--- src/rtl/de1_input_conditioner_if.sv ---
// Pin-side bundle of the DE1 key/switch front-end: raw levels in, conditioned levels and pulses out.
interface de1_input_conditioner_if #(
    parameter int NUM_CH = 4
);
    logic [NUM_CH-1:0] raw_in;
    logic [NUM_CH-1:0] level;
    logic [NUM_CH-1:0] press_p;
    logic [NUM_CH-1:0] release_p;
    logic [NUM_CH-1:0] repeat_p;
    logic              any_press;

    modport master (
        output raw_in,
        input  level, press_p, release_p, repeat_p, any_press
    );

    modport slave (
        input  raw_in,
        output level, press_p, release_p, repeat_p, any_press
    );
endinterface

--- src/rtl/de1_input_conditioner.sv ---
// Per-channel synchroniser, polarity normaliser, debouncer and edge/auto-repeat pulse generator
// for DE1-SoC keys and switches.
module de1_input_conditioner #(
    parameter int NUM_CH          = 4,
    parameter int ACTIVE_LOW      = 1,
    parameter int DEBOUNCE_CYCLES = 50000,
    parameter int REPEAT_EN       = 0,
    parameter int REPEAT_DELAY    = 25000000,
    parameter int REPEAT_RATE     = 5000000
) (
    input  logic                    CLOCK_50,
    input  logic                    Reset,
    de1_input_conditioner_if.slave  io
);
    localparam logic POL     = (ACTIVE_LOW != 0);
    localparam int   DCW     = $clog2(DEBOUNCE_CYCLES);
    localparam int   RMAX    = (REPEAT_DELAY > REPEAT_RATE) ? REPEAT_DELAY : REPEAT_RATE;
    localparam int   TW      = $clog2(RMAX);
    localparam logic [DCW-1:0] DB_LAST = DCW'(DEBOUNCE_CYCLES - 1);
    localparam logic [TW-1:0]  RD_LAST = TW'(REPEAT_DELAY - 1);
    localparam logic [TW-1:0]  RR_LAST = TW'(REPEAT_RATE - 1);

    typedef enum logic [1:0] {
        IDLE  = 2'd0,
        DELAY = 2'd1,
        RPT   = 2'd2
    } rpt_state_t;

    logic [NUM_CH-1:0] level_vec;
    logic [NUM_CH-1:0] press_vec;
    logic [NUM_CH-1:0] release_vec;
    logic [NUM_CH-1:0] repeat_vec;

    generate
        for (genvar gi = 0; gi < NUM_CH; gi++) begin : g_ch
            logic [1:0]     sync_reg;
            logic           s;
            logic [DCW-1:0] cnt_reg, cnt_next;
            logic           level_reg, level_next;
            logic           press_reg, press_next;
            logic           release_reg, release_next;

            // Sync flops reset to the idle pin level so reset itself never looks like a press.
            always_ff @(posedge CLOCK_50 or posedge Reset) begin
                if (Reset) begin
                    sync_reg <= {2{POL}};
                end else begin
                    sync_reg <= {sync_reg[0], io.raw_in[gi]};
                end
            end

            assign s = sync_reg[1] ^ POL;

            always_comb begin
                cnt_next     = cnt_reg;
                level_next   = level_reg;
                press_next   = 1'b0;
                release_next = 1'b0;
                if (s == level_reg) begin
                    cnt_next = '0;
                end else if (cnt_reg == DB_LAST) begin
                    cnt_next     = '0;
                    level_next   = s;
                    press_next   = s;
                    release_next = ~s;
                end else begin
                    cnt_next = cnt_reg + DCW'(1);
                end
            end

            always_ff @(posedge CLOCK_50 or posedge Reset) begin
                if (Reset) begin
                    cnt_reg     <= '0;
                    level_reg   <= 1'b0;
                    press_reg   <= 1'b0;
                    release_reg <= 1'b0;
                end else begin
                    cnt_reg     <= cnt_next;
                    level_reg   <= level_next;
                    press_reg   <= press_next;
                    release_reg <= release_next;
                end
            end

            assign level_vec[gi]   = level_reg;
            assign press_vec[gi]   = press_reg;
            assign release_vec[gi] = release_reg;

            if (REPEAT_EN != 0) begin : g_rpt
                rpt_state_t    state_reg, state_next;
                logic [TW-1:0] timer_reg, timer_next;
                logic          repeat_reg, repeat_next;

                // Driven by the accept strobes, not the registered pulses, so the FSM moves in
                // the same edge that level changes and the first repeat lands REPEAT_DELAY later.
                always_comb begin
                    state_next  = state_reg;
                    timer_next  = timer_reg;
                    repeat_next = 1'b0;
                    case (state_reg)
                        IDLE: begin
                            if (press_next) begin
                                state_next = DELAY;
                                timer_next = '0;
                            end
                        end
                        DELAY: begin
                            if (timer_reg == RD_LAST) begin
                                repeat_next = 1'b1;
                                state_next  = RPT;
                                timer_next  = '0;
                            end else begin
                                timer_next = timer_reg + TW'(1);
                            end
                        end
                        RPT: begin
                            if (timer_reg == RR_LAST) begin
                                repeat_next = 1'b1;
                                timer_next  = '0;
                            end else begin
                                timer_next = timer_reg + TW'(1);
                            end
                        end
                        default: begin
                            state_next = IDLE;
                            timer_next = '0;
                        end
                    endcase
                    // Release wins over a simultaneously expiring timer.
                    if (release_next) begin
                        state_next  = IDLE;
                        timer_next  = '0;
                        repeat_next = 1'b0;
                    end
                end

                always_ff @(posedge CLOCK_50 or posedge Reset) begin
                    if (Reset) begin
                        state_reg  <= IDLE;
                        timer_reg  <= '0;
                        repeat_reg <= 1'b0;
                    end else begin
                        state_reg  <= state_next;
                        timer_reg  <= timer_next;
                        repeat_reg <= repeat_next;
                    end
                end

                assign repeat_vec[gi] = repeat_reg;
            end else begin : g_no_rpt
                assign repeat_vec[gi] = 1'b0;
            end
        end
    endgenerate

    assign io.level     = level_vec;
    assign io.press_p   = press_vec;
    assign io.release_p = release_vec;
    assign io.repeat_p  = repeat_vec;
    assign io.any_press = |press_vec;

endmodule

--- src/flat_wrapper.sv ---
// flat-port wrapper written by rule: the top's interface ports become plain ports
module de1_input_conditioner_flat 
#(
    parameter int NUM_CH          = 4,
    parameter int ACTIVE_LOW      = 1,
    parameter int DEBOUNCE_CYCLES = 50000,
    parameter int REPEAT_EN       = 0,
    parameter int REPEAT_DELAY    = 25000000,
    parameter int REPEAT_RATE     = 5000000
)
  (CLOCK_50, Reset, io_raw_in, io_level, io_press_p, io_release_p, io_repeat_p, io_any_press);
  de1_input_conditioner_if #(.NUM_CH(NUM_CH)) io_i ();
  input  logic CLOCK_50;
  input  logic Reset;
  input wire logic [$bits(io_i.raw_in)-1:0] io_raw_in;
  output wire logic [$bits(io_i.level)-1:0] io_level;
  output wire logic [$bits(io_i.press_p)-1:0] io_press_p;
  output wire logic [$bits(io_i.release_p)-1:0] io_release_p;
  output wire logic [$bits(io_i.repeat_p)-1:0] io_repeat_p;
  output wire logic [$bits(io_i.any_press)-1:0] io_any_press;
  assign io_i.raw_in = io_raw_in;
  assign io_level = io_i.level;
  assign io_press_p = io_i.press_p;
  assign io_release_p = io_i.release_p;
  assign io_repeat_p = io_i.repeat_p;
  assign io_any_press = io_i.any_press;
  de1_input_conditioner #(.NUM_CH(NUM_CH), .ACTIVE_LOW(ACTIVE_LOW), .DEBOUNCE_CYCLES(DEBOUNCE_CYCLES), .REPEAT_EN(REPEAT_EN), .REPEAT_DELAY(REPEAT_DELAY), .REPEAT_RATE(REPEAT_RATE)) u_core (.CLOCK_50(CLOCK_50), .Reset(Reset), .io(io_i));
endmodule
--- config.mk ---
export PLATFORM = sky130hd
export DESIGN_NAME = de1_input_conditioner_flat
export DESIGN_NICKNAME = d
export VERILOG_FILES = /design/src/rtl/de1_input_conditioner_if.sv /design/src/rtl/de1_input_conditioner.sv /design/src/flat_wrapper.sv
export SDC_FILE = /design/constraint.sdc
export NUM_CORES = 1
export LEC_CHECK = 0
export ABC_CLOCK_PERIOD_IN_PS = 9250
export CAP_MARGIN = 5
export CORE_ASPECT_RATIO = 0.6
export CORE_MARGIN = 8
export CORE_UTILIZATION = 60
export DETAILED_ROUTE_END_ITERATION = 6
export PLACE_DENSITY = 0.82
export SKIP_LAST_GASP = 1
export SYNTH_ARGS = -nofsm -noshare
export SYNTH_HDL_FRONTEND = slang
export SYNTH_SLANG_ARGS = --single-unit
--- constraint.sdc ---
create_clock -name CLOCK_50 -period 9.25 [get_ports CLOCK_50]
set_input_delay 2.775 -clock CLOCK_50 [delete_from_list [all_inputs] [get_ports CLOCK_50]]
set_output_delay 2.775 -clock CLOCK_50 [all_outputs]
set_load 0.03 [all_outputs]
## Word level (Yosys, flattened, before mapping)

Index checks and enable logic that the tools add are counted.

- Logic and storage cells: 69
- Output and inout port bits: 17
- Bits in latches: 0
- Memories: 0
- Input port bits: 6
- ROM bits: 0
- Flip-flop bits (word level): 84
- Memory bits (writable): 0

- Add/sub/neg operators: 4
- $mul: 0
- Equality and inequality tests: 8
- Shifts and indexed selects: 0
- Mux-type cells: 24
- Bitwise logic cells: 8
- Magnitude comparators: 0
- Reductions and logical operators: 5
- Div/mod/pow operators: 0

Operator list:

| operator | count |
|---|---|
| 16-bit two-way mux | 8 |
| 16-bit by 1-bit adder with 16-bit output, second input constant | 4 |
| 16-bit == test, second input constant | 4 |
| 1-bit two-way mux | 16 |
| 1-bit NOT | 8 |
| 2-bit AND reduction | 4 |
| 1-bit == test | 4 |
| 4-bit OR reduction | 1 |

## Depth between registers and ports, before layout

- Depth in word-level cells: 4
- Depth in mapped cells: 7
- Gate-level depth less buffers: 5

## Worst setup path after synthesis

No wires, ideal clock.

- Kind: flip-flop to output port
- Start: register u_core.g_ch[2].press_reg
- End: output port io_any_press
- Data required time: 6.475 ns
- Arrival time: 1.034 ns
- Setup slack: 5.441 ns
- Buffers on the path: 0
- Stages on the path, launching flop included: 2
- Cells stage by stage: dfrtp_1 > or4_1

- Word-level cells in the longest chain between the ends: 1

Ends and longest elaborated chain:

| item | RTL line | source |
|---|---|---|
| from (decl) | de1_input_conditioner.sv:40 | `logic press_reg, press_next;` |
| from (signal assigned) | de1_input_conditioner.sv:80 | `press_reg <= press_next;` |
| 4-bit OR reduction | de1_input_conditioner.sv:160 | `assign io.any_press = \|press_vec;` |
| to (decl) | flat_wrapper.sv:20 | `output wire logic [$bits(io_i.any_press)-1:0] io_any_press;` |

No other way between the ends.

## Worst setup path after layout

Same ends and word-level chain as after synthesis.

==> run summary <==
The top-level I/O count came out at 23. The share of synthesized area occupied by flip-flops and latches came out at 0.535. The slew at the pin with the worst max-slew slack came out at 1.10 ns. The maximum achievable frequency is roughly 220 MHz. Following the worst setup path forward leads to its endpoint at io_any_press.

The worst-case setup slack after placement is 4.99 ns. The number of max-slew violations in the final report was 0. The depth of the worst register-to-register path is 5.

The area growth from synthesis to final layout came out at 7.99%. Detailed routing placed a total of approximately 3200 um of wire on met2. The critical path goes through or4_1 > clkdlybuf4s50_1. The utilization of the core after routing came out at 0.653. The number of cells in the design after placement came out at between 400 and 500. The number of vias after detailed routing is 2697. The maximum fanout count along the critical path came out at 2.

The tightest min-delay check is of the flop to flop type. The required arrival time at the worst endpoint came out at roughly 6.5 ns. The register clock-pin slew on the reported worst setup and hold paths came out at approximately 0.080 ns. The via count of the first global-routing pass is 2503. The cell count after synthesis came out at approximately 390. The internal power summed over all cells came out at 480 uW. The type of element capturing the critical path is an output port. Power spread over the standard cell area amounts to around 150 mW/mm^2. In this run the standard cell core region covers 0.00653 sq mm. The post-cts repair resize count is 0. The DRC violation total after the first TritonRoute iteration came out at 254. The instance area after placement is between 0.004 and 0.005 sq mm. The final-stage net count came out at 408. The longest clock path from root to sink contains 2 buffers. The remaining design rule violation count is 0.

In this run the number of cells on the critical path is 2. On the worst path, the slowest cell contributes a delay of 0.60 ns. The initial antenna violation count was 0. The count of inserted antenna diode cells is 0.

The capture point of the worst reg-to-reg path is u_core.g_ch[0].cnt_reg[14]. The peak supply drop is around 0.11 mV. The leakage dissipation came out at ~0.0017 uW.

The power share of the clock group came out at 0.367. The H-tree was split into 3 levels. The design area is 0.00426 sq mm. Setup violations remaining at the end of the flow were counted as 0.

The number of hold violations in the final report is 0. The number of optimization iterations in the first detailed-route pass came out at 4. The worst setup path is of the flop to output port kind. The number of flip-flops under the largest register name is 64.

The highest metal layer carrying signal wires in the routed design is met4. At the end of routability-driven placement, the weighted congestion stood at between 0.9 and 1. Clock tree synthesis selected as its root buffer the cell clkbuf_8. The number of input and output port buffers inserted is 18. The sum of net half-perimeters after detailed placement is about 4900 um. The number of distinct library cells after synthesis is 34. The first global-routing pass estimated 12200 um of wire. The flow ran to the end, and the final reports show no timing, DRC or antenna violations. Of the total power, the share spent switching nets is 0.248. The hold buffer count at CTS came out at 0. The mapped cell area came out at roughly 0.0039 sq mm.

Summed over all layers, the global routing overflow is 0. The setup fix buffers added after clock tree synthesis came out at 0. The total wire length after detailed routing is around 7000 um. The critical path startpoint is u_core.g_ch[2].press_reg. The flop and latch count out of synthesis is 84.

The final period utilization came out at 0.500. Setup repair after global routing left no endpoint under its margin. The post-route worst setup slack is ~4.6 ns. The starting utilization of the core area came out at 0.604.

The fraction of power consumed by combinational cells came out at 0.038. After routing, the total negative slack on setup checks comes to 0 ns. The reg-to-reg setup timing slack came out at roughly 7.0 ns.

The total area of multi-input combinational cells is around 0.0016 sq mm. STA classifies the critical path startpoint as a flop. The standard-cell row count came out at 23. The wire length the detailed router placed on met1 is about 3500 um.

The switching power is roughly 160 uW. The setup skew after layout came out at roughly 0.012 ns. The proportion of netlist area held by the largest area contributor is 0.482. In the routed layout, each cell is associated on average with a via count of 5.50. The count of synthesis-stage warnings from yosys came out at 0. The number of buffer and inverter instances along the worst setup path is 1. In this run the critical register-to-register path is launched from u_core.g_ch[0].cnt_reg[0]. The cell taking the most area after synthesis is dfrtp_1. The number of max-cap violations came out at 0. The TritonCTS clock tree is done. The max-slew headroom at the worst pin is 0.262. The count of antenna-violating nets left after detailed routing is 0.

The post-detailed-route wirelength per cell is roughly 15 um. Grouping stages by cell kind, the critical path spends the most delay in buffers and inverters. The filler cell count came out at 516.

The sequential fraction of design power came out at 0.595. The share of post-route cells with drive strength above 1 is 0.0819. The area enclosed by the die boundary came out at roughly 0.0095 sq mm. After synthesis, the mean cell area works out to roughly 10 sq um. The number of standard cells in the final layout excluding fillers is 490. The vertical die dimension came out at a little under 80 um.

The global-route usage over all layers is 0.158. The clock net sink count is 84. The horizontal die dimension is around 120 um. The data arrival time at the worst-slack endpoint is around 1.9 ns. The minimum clock period after layout came out at ~4.6 ns. Sorting the synthesized cells by area gives the leading types as dfrtp_1 (48%), xnor2_1 (11%), nor2_1 (6.8%), dfstp_2 (5.3%), buf_4 (3.0%). The maximum number of pins on one net before global-route repair came out at 85. The area taken by flip-flops and latches came out at about 0.0021 sq mm. The sum of met3 wire segment lengths after detailed routing came out at approximately 380 um. The number of buffers inserted during clock tree synthesis came out at 9. The master of the slowest instance on the critical path is clkdlybuf4s50_1.

The clock latency reported for the late side of the worst-skew pair is 0.36 ns.
metrics by stage:
step,total power (uW),hold WS (ns)
after floorplan,407,0.345
after global placement,411,0.346
after detailed placement,412,0.347
after CTS,645,0.359
after global routing,666,0.366
final,639,0.358
layout by cell type (no fill, tap or decap), types with 2 or more instances in the layout:
| cell | count |
|---|---|
| o21ai_0 | 6 |
| or4_1 | 2 |
| nor2_2 | 2 |
| dfstp_2 | 8 |
| inv_1 | 11 |
| nor3_1 | 19 |
| nand2_1 | 23 |
| nor4_1 | 15 |
| clkinv_2 | 3 |
| inv_6 | 2 |
| a21oi_1 | 2 |
| dfrtp_1 | 76 |
| nor2_1 | 72 |
| conb_1 | 4 |
| nor4bb_1 | 5 |
| nand3_1 | 21 |
| and3_1 | 6 |
| or3_1 | 5 |
| xor2_1 | 7 |
| xnor2_1 | 51 |
| clkinvlp_4 | 2 |
| clkdlybuf4s50_1 | 18 |
| ha_1 | 4 |
| nand4_1 | 19 |
| clkbuf_8 | 9 |
synth_stat cells, drive strengths merged:
library cell / instances
nor4b: 1
and3: 7
xor2: 7
ha: 4
o21ai: 7
buf: 20
nand4bb: 2
nor4bb: 5
nand4b: 1
nand4: 19
nor3: 19
clkbuf: 2
nand2: 24
nand3: 21
or2: 1
inv: 12
or4: 2
dfrtp: 76
a21oi: 2
conb: 1
a31o: 1
xnor2: 51
nor4: 15
or3: 5
dfstp: 8
nor2: 74
worst reg2reg max path: stages (launching register included):
cell	delay, ns
dfrtp_1	0.43
ha_1	0.23
and3_1	0.25
nand4_1	0.17
o21ai_1	0.89
nor2_1	0.14
worst min-delay path by stage:
stage,cells after the start,to,from,slack [ns]
after floorplan,0,u_core.g_ch[0].sync_reg[1],u_core.g_ch[0].sync_reg[0],0.35
after global placement,0,u_core.g_ch[3].sync_reg[1],u_core.g_ch[3].sync_reg[0],0.35
after detailed placement,0,u_core.g_ch[2].sync_reg[1],u_core.g_ch[2].sync_reg[0],0.35
after CTS,0,u_core.g_ch[2].sync_reg[1],u_core.g_ch[2].sync_reg[0],0.36
after global routing,0,u_core.g_ch[2].sync_reg[1],u_core.g_ch[2].sync_reg[0],0.37
final,0,u_core.g_ch[2].sync_reg[1],u_core.g_ch[2].sync_reg[0],0.36
power by group through the flow:
stage / clock network, uW / registers [uW] / logic [uW]
after CTS: 240 / 381 / 24.7
final: 234 / 381 / 24.2
after detailed placement: 0 / 388 / 24.7
after floorplan: 0 / 386 / 20.3
after global placement: 0 / 387 / 23.9
after global routing: 256 / 382 / 28.0
logic make-up (layout without fill, tap and decap cells):
group	after synthesis	after routing	synth area share
flip-flops	84	84	0.535
AND/OR/NAND/NOR	196	196	0.255
other	1	4	0.000950
buffers and inverters	34	47	0.0542
XOR/XNOR	58	58	0.129
adder cells (fa/ha/maj)	4	4	0.0127
AO/OA/AOI/OAI	10	10	0.0136
area by class of cell:
cell class              instances  area share
inverters                      12      0.0109
multi-input cells             272       0.383
clock buffers                   9      0.0291
clock inverters                 7      0.0120
flip-flops and latches         84       0.495
repair buffers                 19      0.0440
well taps                      87      0.0255
per-layer routing:
metal	vias up	GRT usage
met3	6	0.0531
met2	62	0.226
met1	1310	0.223
met5	-	0
met4	0	0.0446
li1	1319	-
(Power assumes the default switching activity.)
